===== src/rtl/slice_scheduler_pkg.sv =====
// Shared types and defaults for the rotating-display slice scheduler.
// Defaults describe the production display; benches may override per instance.
package slice_scheduler_pkg;

  localparam int DEF_ROTATIONAL_RES = 1024;
  localparam int DEF_NUM_ROWS       = 64;
  localparam int RGB_RES            = 9;
  localparam int DEF_PERIOD_W       = 32;
  localparam int DEF_MIN_PERIOD     = 10000;
  localparam int DEF_BRAM_LATENCY   = 2;

  typedef enum logic [1:0] {
    S_IDLE    = 2'd0,
    S_FETCH   = 2'd1,
    S_PRESENT = 2'd2,
    S_WAIT    = 2'd3
  } sched_state_t;

  typedef logic [1:0][DEF_NUM_ROWS-1:0][RGB_RES-1:0] column_t;

  function automatic logic [15:0] sat_inc16(input logic [15:0] v);
    return (v == 16'hFFFF) ? v : v + 16'd1;
  endfunction

endpackage


===== src/rtl/slice_scheduler_rotation_timer.sv =====
// Hall-sensor period measurement and angular slice tick generation.
// Emits a one-cycle tick with the theta that tick belongs to.
module slice_scheduler_rotation_timer
  import slice_scheduler_pkg::*;
#(
  parameter int ROTATIONAL_RES = DEF_ROTATIONAL_RES,
  parameter int PERIOD_W       = DEF_PERIOD_W,
  parameter int MIN_PERIOD     = DEF_MIN_PERIOD,
  localparam int TW            = $clog2(ROTATIONAL_RES)
) (
  input  logic          clk_in,
  input  logic          rst_in,
  input  logic          hall_in,
  output logic          tick,
  output logic [TW-1:0] tick_theta,
  output logic          spinning
);

  localparam logic [PERIOD_W-1:0] P_MAX = {PERIOD_W{1'b1}};
  localparam logic [PERIOD_W-1:0] MIN_P = PERIOD_W'(MIN_PERIOD);
  localparam logic [TW-1:0]       T_MAX = {TW{1'b1}};

  logic [2:0]          hall_sync;
  logic [PERIOD_W-1:0] period_cnt;
  logic [PERIOD_W-1:0] period;
  logic [PERIOD_W-1:0] slice_cnt;
  logic [TW-1:0]       theta;
  logic                seen_edge;
  logic                rise;
  logic                accept;
  logic                edge_tick;
  logic                step_tick;

  function automatic logic [PERIOD_W-1:0] interval_of(input logic [PERIOD_W-1:0] p);
    logic [PERIOD_W-1:0] s;
    s = p >> TW;
    return (s == '0) ? PERIOD_W'(1) : s;
  endfunction

  assign rise   = hall_sync[1] & ~hall_sync[2];
  assign accept = rise && ((period_cnt >= MIN_P) || !seen_edge);

  always_comb begin
    edge_tick  = accept && seen_edge;
    step_tick  = spinning && (slice_cnt == '0) && (theta != T_MAX);
    tick       = edge_tick || step_tick;
    tick_theta = edge_tick ? '0 : theta + 1'b1;
  end

  always_ff @(posedge clk_in) begin
    if (rst_in) begin
      hall_sync  <= '0;
      period_cnt <= '0;
      period     <= '0;
      slice_cnt  <= '0;
      theta      <= '0;
      seen_edge  <= 1'b0;
      spinning   <= 1'b0;
    end else begin
      hall_sync  <= {hall_sync[1:0], hall_in};
      period_cnt <= accept ? '0 : ((period_cnt == P_MAX) ? P_MAX : period_cnt + 1'b1);

      if (accept) begin
        seen_edge <= 1'b1;
        if (seen_edge) begin
          period   <= period_cnt;
          spinning <= 1'b1;
        end
      end else if (period_cnt == P_MAX) begin
        spinning <= 1'b0;
      end

      // Slice timer is a down-counter reloaded with interval-1 at every tick.
      if (edge_tick) begin
        theta     <= '0;
        slice_cnt <= interval_of(period_cnt) - 1'b1;
      end else if (step_tick) begin
        theta     <= theta + 1'b1;
        slice_cnt <= interval_of(period) - 1'b1;
      end else if (slice_cnt != '0) begin
        slice_cnt <= slice_cnt - 1'b1;
      end
    end
  end

endmodule


===== src/rtl/slice_scheduler.sv =====
// Fetches one angular slice from frame BRAM per tick and presents it to the
// HUB75 driver over valid/ready, queueing at most one slice under backpressure.
module slice_scheduler
  import slice_scheduler_pkg::*;
#(
  parameter int ROTATIONAL_RES = DEF_ROTATIONAL_RES,
  parameter int NUM_ROWS       = DEF_NUM_ROWS,
  parameter int PIX_W          = RGB_RES,
  parameter int PERIOD_W       = DEF_PERIOD_W,
  parameter int MIN_PERIOD     = DEF_MIN_PERIOD,
  parameter int BRAM_LATENCY   = DEF_BRAM_LATENCY,
  localparam int TW            = $clog2(ROTATIONAL_RES),
  localparam int RW            = $clog2(NUM_ROWS),
  localparam int AW            = TW + 1 + RW
) (
  input  logic                                  clk_in,
  input  logic                                  rst_in,
  input  logic                                  hall_in,
  output logic [AW-1:0]                         mem_addr,
  input  logic [PIX_W-1:0]                      mem_rdata,
  output logic [1:0][NUM_ROWS-1:0][PIX_W-1:0]   column_data,
  output logic [TW-1:0]                         theta_out,
  output logic                                  tvalid,
  input  logic                                  tready,
  output logic                                  spinning,
  output logic [15:0]                           dropped_slices
);

  // state     | meaning
  // S_IDLE    | not spinning or never started; waiting for a tick
  // S_FETCH   | issuing 2*NUM_ROWS reads, then draining the BRAM pipeline
  // S_PRESENT | column held with tvalid=1 until the driver accepts it
  // S_WAIT    | transfer done while spinning; waiting for the next tick

  localparam int IW        = RW + 1;
  localparam int FETCH_LEN = 2 * NUM_ROWS + BRAM_LATENCY;
  localparam int FW        = $clog2(FETCH_LEN);
  localparam logic [FW-1:0] ISSUE_N  = FW'(2 * NUM_ROWS);
  localparam logic [FW-1:0] LAST_CNT = FW'(FETCH_LEN - 1);

  sched_state_t state, state_d;

  logic                              tick;
  logic [TW-1:0]                     tick_theta;
  logic [FW-1:0]                     fetch_cnt;
  logic [TW-1:0]                     theta_lat;
  logic                              pending;
  logic [TW-1:0]                     pend_theta;
  logic                              issue;
  logic                              handshake;
  logic                              start_fetch;
  logic [TW-1:0]                     start_theta;
  logic                              store_pend;
  logic [BRAM_LATENCY-1:0]           pipe_v;
  logic [BRAM_LATENCY-1:0][IW-1:0]   pipe_idx;

  slice_scheduler_rotation_timer #(
    .ROTATIONAL_RES (ROTATIONAL_RES),
    .PERIOD_W       (PERIOD_W),
    .MIN_PERIOD     (MIN_PERIOD)
  ) u_timer (
    .clk_in     (clk_in),
    .rst_in     (rst_in),
    .hall_in    (hall_in),
    .tick       (tick),
    .tick_theta (tick_theta),
    .spinning   (spinning)
  );

  assign tvalid    = (state == S_PRESENT);
  assign theta_out = theta_lat;
  assign handshake = tvalid && tready;
  assign issue     = (state == S_FETCH) && (fetch_cnt < ISSUE_N);
  assign mem_addr  = issue ? {theta_lat, fetch_cnt[IW-1:0]} : '0;

  always_comb begin
    state_d     = state;
    start_fetch = 1'b0;
    start_theta = tick_theta;
    store_pend  = 1'b0;
    case (state)
      S_IDLE, S_WAIT: begin
        if (tick) begin
          state_d     = S_FETCH;
          start_fetch = 1'b1;
        end else if (state == S_WAIT && !spinning) begin
          state_d = S_IDLE;
        end
      end
      S_FETCH: begin
        store_pend = tick;
        if (fetch_cnt == LAST_CNT) state_d = S_PRESENT;
      end
      S_PRESENT: begin
        if (tready) begin
          // A tick coinciding with the handshake is newer than anything pending.
          if (tick) begin
            state_d     = S_FETCH;
            start_fetch = 1'b1;
          end else if (pending) begin
            state_d     = S_FETCH;
            start_fetch = 1'b1;
            start_theta = pend_theta;
          end else begin
            state_d = spinning ? S_WAIT : S_IDLE;
          end
        end else begin
          store_pend = tick;
        end
      end
      default: state_d = S_IDLE;
    endcase
  end

  always_ff @(posedge clk_in) begin
    if (rst_in) begin
      state          <= S_IDLE;
      fetch_cnt      <= '0;
      theta_lat      <= '0;
      pending        <= 1'b0;
      pend_theta     <= '0;
      dropped_slices <= '0;
      pipe_v         <= '0;
      pipe_idx       <= '0;
      column_data    <= '0;
    end else begin
      state <= state_d;

      if (start_fetch) begin
        theta_lat <= start_theta;
        fetch_cnt <= '0;
      end else if (state == S_FETCH) begin
        fetch_cnt <= fetch_cnt + 1'b1;
      end

      if (handshake) begin
        pending <= 1'b0;
      end else if (store_pend) begin
        pending    <= 1'b1;
        pend_theta <= tick_theta;
        if (pending) dropped_slices <= sat_inc16(dropped_slices);
      end

      pipe_v[0]   <= issue;
      pipe_idx[0] <= fetch_cnt[IW-1:0];
      for (int k = 1; k < BRAM_LATENCY; k++) begin
        pipe_v[k]   <= pipe_v[k-1];
        pipe_idx[k] <= pipe_idx[k-1];
      end

      if (pipe_v[BRAM_LATENCY-1])
        column_data[pipe_idx[BRAM_LATENCY-1][IW-1]][pipe_idx[BRAM_LATENCY-1][RW-1:0]] <= mem_rdata;
    end
  end

endmodule

===== config.mk =====
export PLATFORM = sky130hd
export DESIGN_NAME = slice_scheduler
export DESIGN_NICKNAME = d
export VERILOG_FILES = /design/src/rtl/slice_scheduler_pkg.sv /design/src/rtl/slice_scheduler_rotation_timer.sv /design/src/rtl/slice_scheduler.sv
export SDC_FILE = /design/constraint.sdc
export NUM_CORES = 2
export LEC_CHECK = 0
export CAP_MARGIN = 15
export CORE_AREA = 2 2 467 469
export DETAILED_ROUTE_END_ITERATION = 10
export DIE_AREA = 0 0 469 471
export GPL_TIMING_DRIVEN = 0
export HOLD_SLACK_MARGIN = 0.08
export PLACE_DENSITY_LB_ADDON = 0.1
export SLEW_MARGIN = 20
export SYNTH_ARGS = -nofsm -noshare
export SYNTH_HDL_FRONTEND = slang
export SYNTH_SLANG_ARGS = --single-unit

===== constraint.sdc =====
create_clock -name clk_in -period 6.5 [get_ports clk_in]
set_input_delay 1.3 -clock clk_in [delete_from_list [all_inputs] [get_ports clk_in]]
set_output_delay 1.3 -clock clk_in [all_outputs]
set_load 0.02 [all_outputs]

==> run_results.csv <==
group,metric,value,unit
synth,async_flop_share,0,%
synth,ys_types,72,
power_and_ir_drop,power.density,270,nW/µm²
flow_run,max-cap-violations,0,
synth,synth_area,48900,µm²
grt,grt_pass1_wl,414000,µm
synth,synth_edf_count,0,
grt,grt_max_degree,17,
drt,drt_first_pass_iters,6,
final_layout,final_core_util,32.6,%
drt,ant_nets,0,
synth,synth_warnings,0,
synth,syn_inst,6258,
drt,dr_total_vias,51463,
worst_setup_path,startpoint,"u_timer.period_cnt[16]",
timing,tightest_slew,1.24,ns
worst_setup_path,crit_path_end_kind,"register",
clocking,root_buffer,"clkbuf_16",
worst_setup_path,cp_max_fo,10,
floorplan,core.rowCount,171,
final_layout,nNetsFinal,7663,
power_and_ir_drop,switchingPower,5.03,mW
drt,drc,0,
clocking,cts_tree,"done",
grt,grt_overflow,0,
drt,wl_per_cell,29.2,µm
power_and_ir_drop,power,19.0,mW
timing,fmax,168,MHz
placed_design,gp_congestion,0.867,
floorplan,initial_core_util,22.6,%
floorplan,die_h,471,µm
timing,min_period,5.95,ns
grt,track_usage,26.9,%
timing,slew_viol_final,0,
power_and_ir_drop,max-vdd-ir-drop,0.000275,V
final_layout,num-fill-cells,23065,
timing,setup_slack,0.550,ns
drt,wirelength,310000,µm
worst_setup_path,worstPathRequired,7.20,ns
timing,setup_viol_count_final,0,
final_layout,drive_gt1_share,4.57,%
drt,vias_per_cell,4.84,
power_and_ir_drop,p_seq_share,43.4,%
hold_path,min_path_type,"register to register",
power_and_ir_drop,p_leak,22.3,nW
clocking,clock-sinks,1316,
placed_design,place_inst,10330,
worst_setup_path,critPathKind,"register to register",
synth,synth.net_count,6282,
clocking,ctsHoldBuffers,0,
synth,synth_area_leader_cell,"dfxtp_1",
grt,grt_pass1_vias,48209,
clocking,cts_buffers,159,
timing,hold_viol,0,
floorplan,fp.coreArea,216000,µm²
timing,finalClockSkew,0.0260,ns
floorplan,die_x,469,µm
clocking,htreeDepth,4,
worst_setup_path,cp.arrival,6.65,ns
final_layout,stdcell_count,10629,
timing,max_slew_margin,17.3,%
synth,seq_area_frac_synth,53.9,%
placed_design,pre_cts_ws,0.107,ns
power_and_ir_drop,clkPwrFrac,48.6,%
placed_design,dp_hpwl,237000,µm
power_and_ir_drop,p_sw_share,26.5,%
synth,synth_ff_type,"dfxtp_1",
final_layout,area_growth,43.9,%
power_and_ir_drop,internal_power,14.0,mW
clocking,cts_buffer_depth,3,
synth,synth_top_area_share,53.9,%
synth,ys_ff_latch,1316,
timing,fin_crit_sh,91.5,%
grt,antenna_found_initial,17,
clocking,cts.clk_slew.worst_paths,0.06,ns
status,status,"complete, no violations",
synth,syn_area_per_cell,7.82,µm²
worst_setup_path,r2r-start,"u_timer.period_cnt[16]",
clocking,clock_latency,0.83,ns
timing,hold_ws,0.449,ns
floorplan,dieArea,221000,µm²
synth,ys_top_cells_by_area,"dfxtp_1 (54%), nand2_1 (15%), a21oi_1 (13%), o21ai_0 (4.2%), clkbuf_1 (3.4%)",
power_and_ir_drop,combPwrFrac,8.0,%
floorplan,ios,1210,
worst_setup_path,crit_path_start_kind,"register",
placed_design,numPortBuffers,1199,
timing,rsz0062_at_grt,"no",
hold_path,min-delay-start,"pipe_idx[5]",
drt,drt_iter0_drc,3996,
-- cell usage after synthesis (3+ instances only) --
library cell and n:
clkbuf_1 447, or3_1 8, nor4_1 11, nand2b_1 5, or2_2 12, nor2b_1 19, mux2_2 5, o21ai_0 415
dfxtp_1 1316, nand3_1 236, a311oi_1 4, xor2_1 40, nor3_1 32, o31ai_1 3, or4_1 9, a31o_2 3
and3_1 13, a211o_1 5, a21o_1 18, buf_2 3, nand4_1 19, and2_1 24, o21a_1 4, nand2_1 1912
a21boi_0 12, a211oi_1 17, buf_1 24, ha_1 11, inv_1 16, nor3b_1 3, xnor2_1 36, and4_1 9
nor2_1 258, a31oi_1 5, mux2i_1 26, a21oi_1 1231, o211ai_1 4
-- metal layers --
metal  vias up  global-route usage [%]  share of wire [%]  wire [µm]
met5         -                       0                  0          0
met4         0                    10.5                4.3      13400
met3       364                    6.60                7.0      21800
met2      1839                    45.1                 48     148000
met1     25529                    32.9                 41     127000
li1      23731                       -                  -          -
-- placed cells by master, fill, tap and decap left out, types with 11 or more instances in the layout --
master and instances:
nand2_1 1911, dfxtp_1 1316, a21oi_1 1231, clkdlybuf4s50_1 1199
clkbuf_1 450, o21ai_0 415, nor2_1 247, nand3_1 235
clkbuf_16 159, clkbuf_8 56, xor2_1 40, xnor2_1 36
clkbuf_2 35, nor3_1 32, mux2i_1 26, and2_1 24
buf_1 22, nor2b_1 19, nand4_1 19, a21o_1 18
a211oi_1 17, inv_1 16, and3_1 13, a21boi_0 12
or2_2 12, nor4_1 11, ha_1 11
-- per-stage QoR --
step                      cell area (µm²)  TNS [ns]
after global placement              64500  -0.00816
after CTS                           70300         0
after floorplan                     48900         0
final                               70400         0
after detailed placement            65000         0
after global routing                70400         0
-- cells by family after synthesis --
| family | count (synthesis) | synth area share, % |
|---|---|---|
| mux | 31 | 0.647 |
| simple gates | 2585 | 21.5 |
| flops | 1316 | 53.9 |
| buf+inv | 493 | 3.84 |
| fa+ha+maj | 11 | 0.281 |
| xor+xnor | 76 | 1.36 |
| compound gates | 1746 | 18.6 |
-- critical path, cell delays in order, from the launching register on --
cell,delay (ns)
dfxtp_1,0.29
buf_2,0.18
nor4_1,0.44
nand4_1,0.27
a311oi_4,0.51
nor2_1,0.13
buf_2,0.26
clkbuf_1,0.30
buf_1,0.39
clkbuf_1,0.36
nand2_1,0.21
a21boi_0,0.22
ha_1,0.35
nand3_1,0.11
nor3_1,0.39
a2bb2oi_1,0.31
a2111oi_4,0.25
buf_4,0.24
nand2_1,0.13
o2111a_1,0.27
a31o_1,0.18
-- final timing paths --
| kind | to | slack (ns) | cells past startpoint |
|---|---|---|---|
| worst max-delay path | u_timer.slice_cnt[26] | 0.55 | 20 |
| worst min-delay path | pipe_idx[12] | 0.45 | 1 |
| worst max register to register | u_timer.slice_cnt[26] | 0.55 | 20 |
| worst min register to register | pipe_idx[12] | 0.45 | 1 |
-- power by group through the flow --
stage	Combinational (mW)	Sequential (mW)	Clock, mW
3_3_place_gp	1.49	8.43	0
6_report	1.53	8.25	9.23
5_1_grt	1.64	8.26	9.75
4_1_cts	1.52	8.25	9.44
3_5_place_dp	1.51	8.42	0
2_1_floorplan	0.979	8.39	0
-- what timing repair did --
item                                    in CTS  in global routing
buffers inserted                             0                  2
endpoints found under the setup margin       0                  8
gates resized for setup                      0                  0
-- final cells by class --
class                           count  area (µm²)  area share, %
Sequential cell                  1316       26300           37.4
Clock inverter                     34         480          0.683
Buffer                            476        1860           2.64
Timing Repair Buffer             1220       12400           17.6
Tap cell                         2854        3570           5.07
Inverter                           17        63.8         0.0907
Antenna cell                       10        25.0         0.0355
Multi-Input combinational cell   4449       20700           29.5
Clock buffer                      253        4890           6.95
-- sequential cells by signal, indices dropped and copies added, names as in the netlist --
name / cells
u_timer.seen_edge: 1
pipe_idx: 14
state: 2
column_data: 1152
u_timer.theta: 10
pipe_v: 2
u_timer.period_cnt: 32
u_timer.hall_sync: 3
u_timer.spinning: 1
pend_theta: 10
u_timer.period: 22
u_timer.slice_cnt: 32
pending: 1
dropped_slices: 16
theta_out: 10
fetch_cnt: 8
Power figures use the tool's default switching activity.
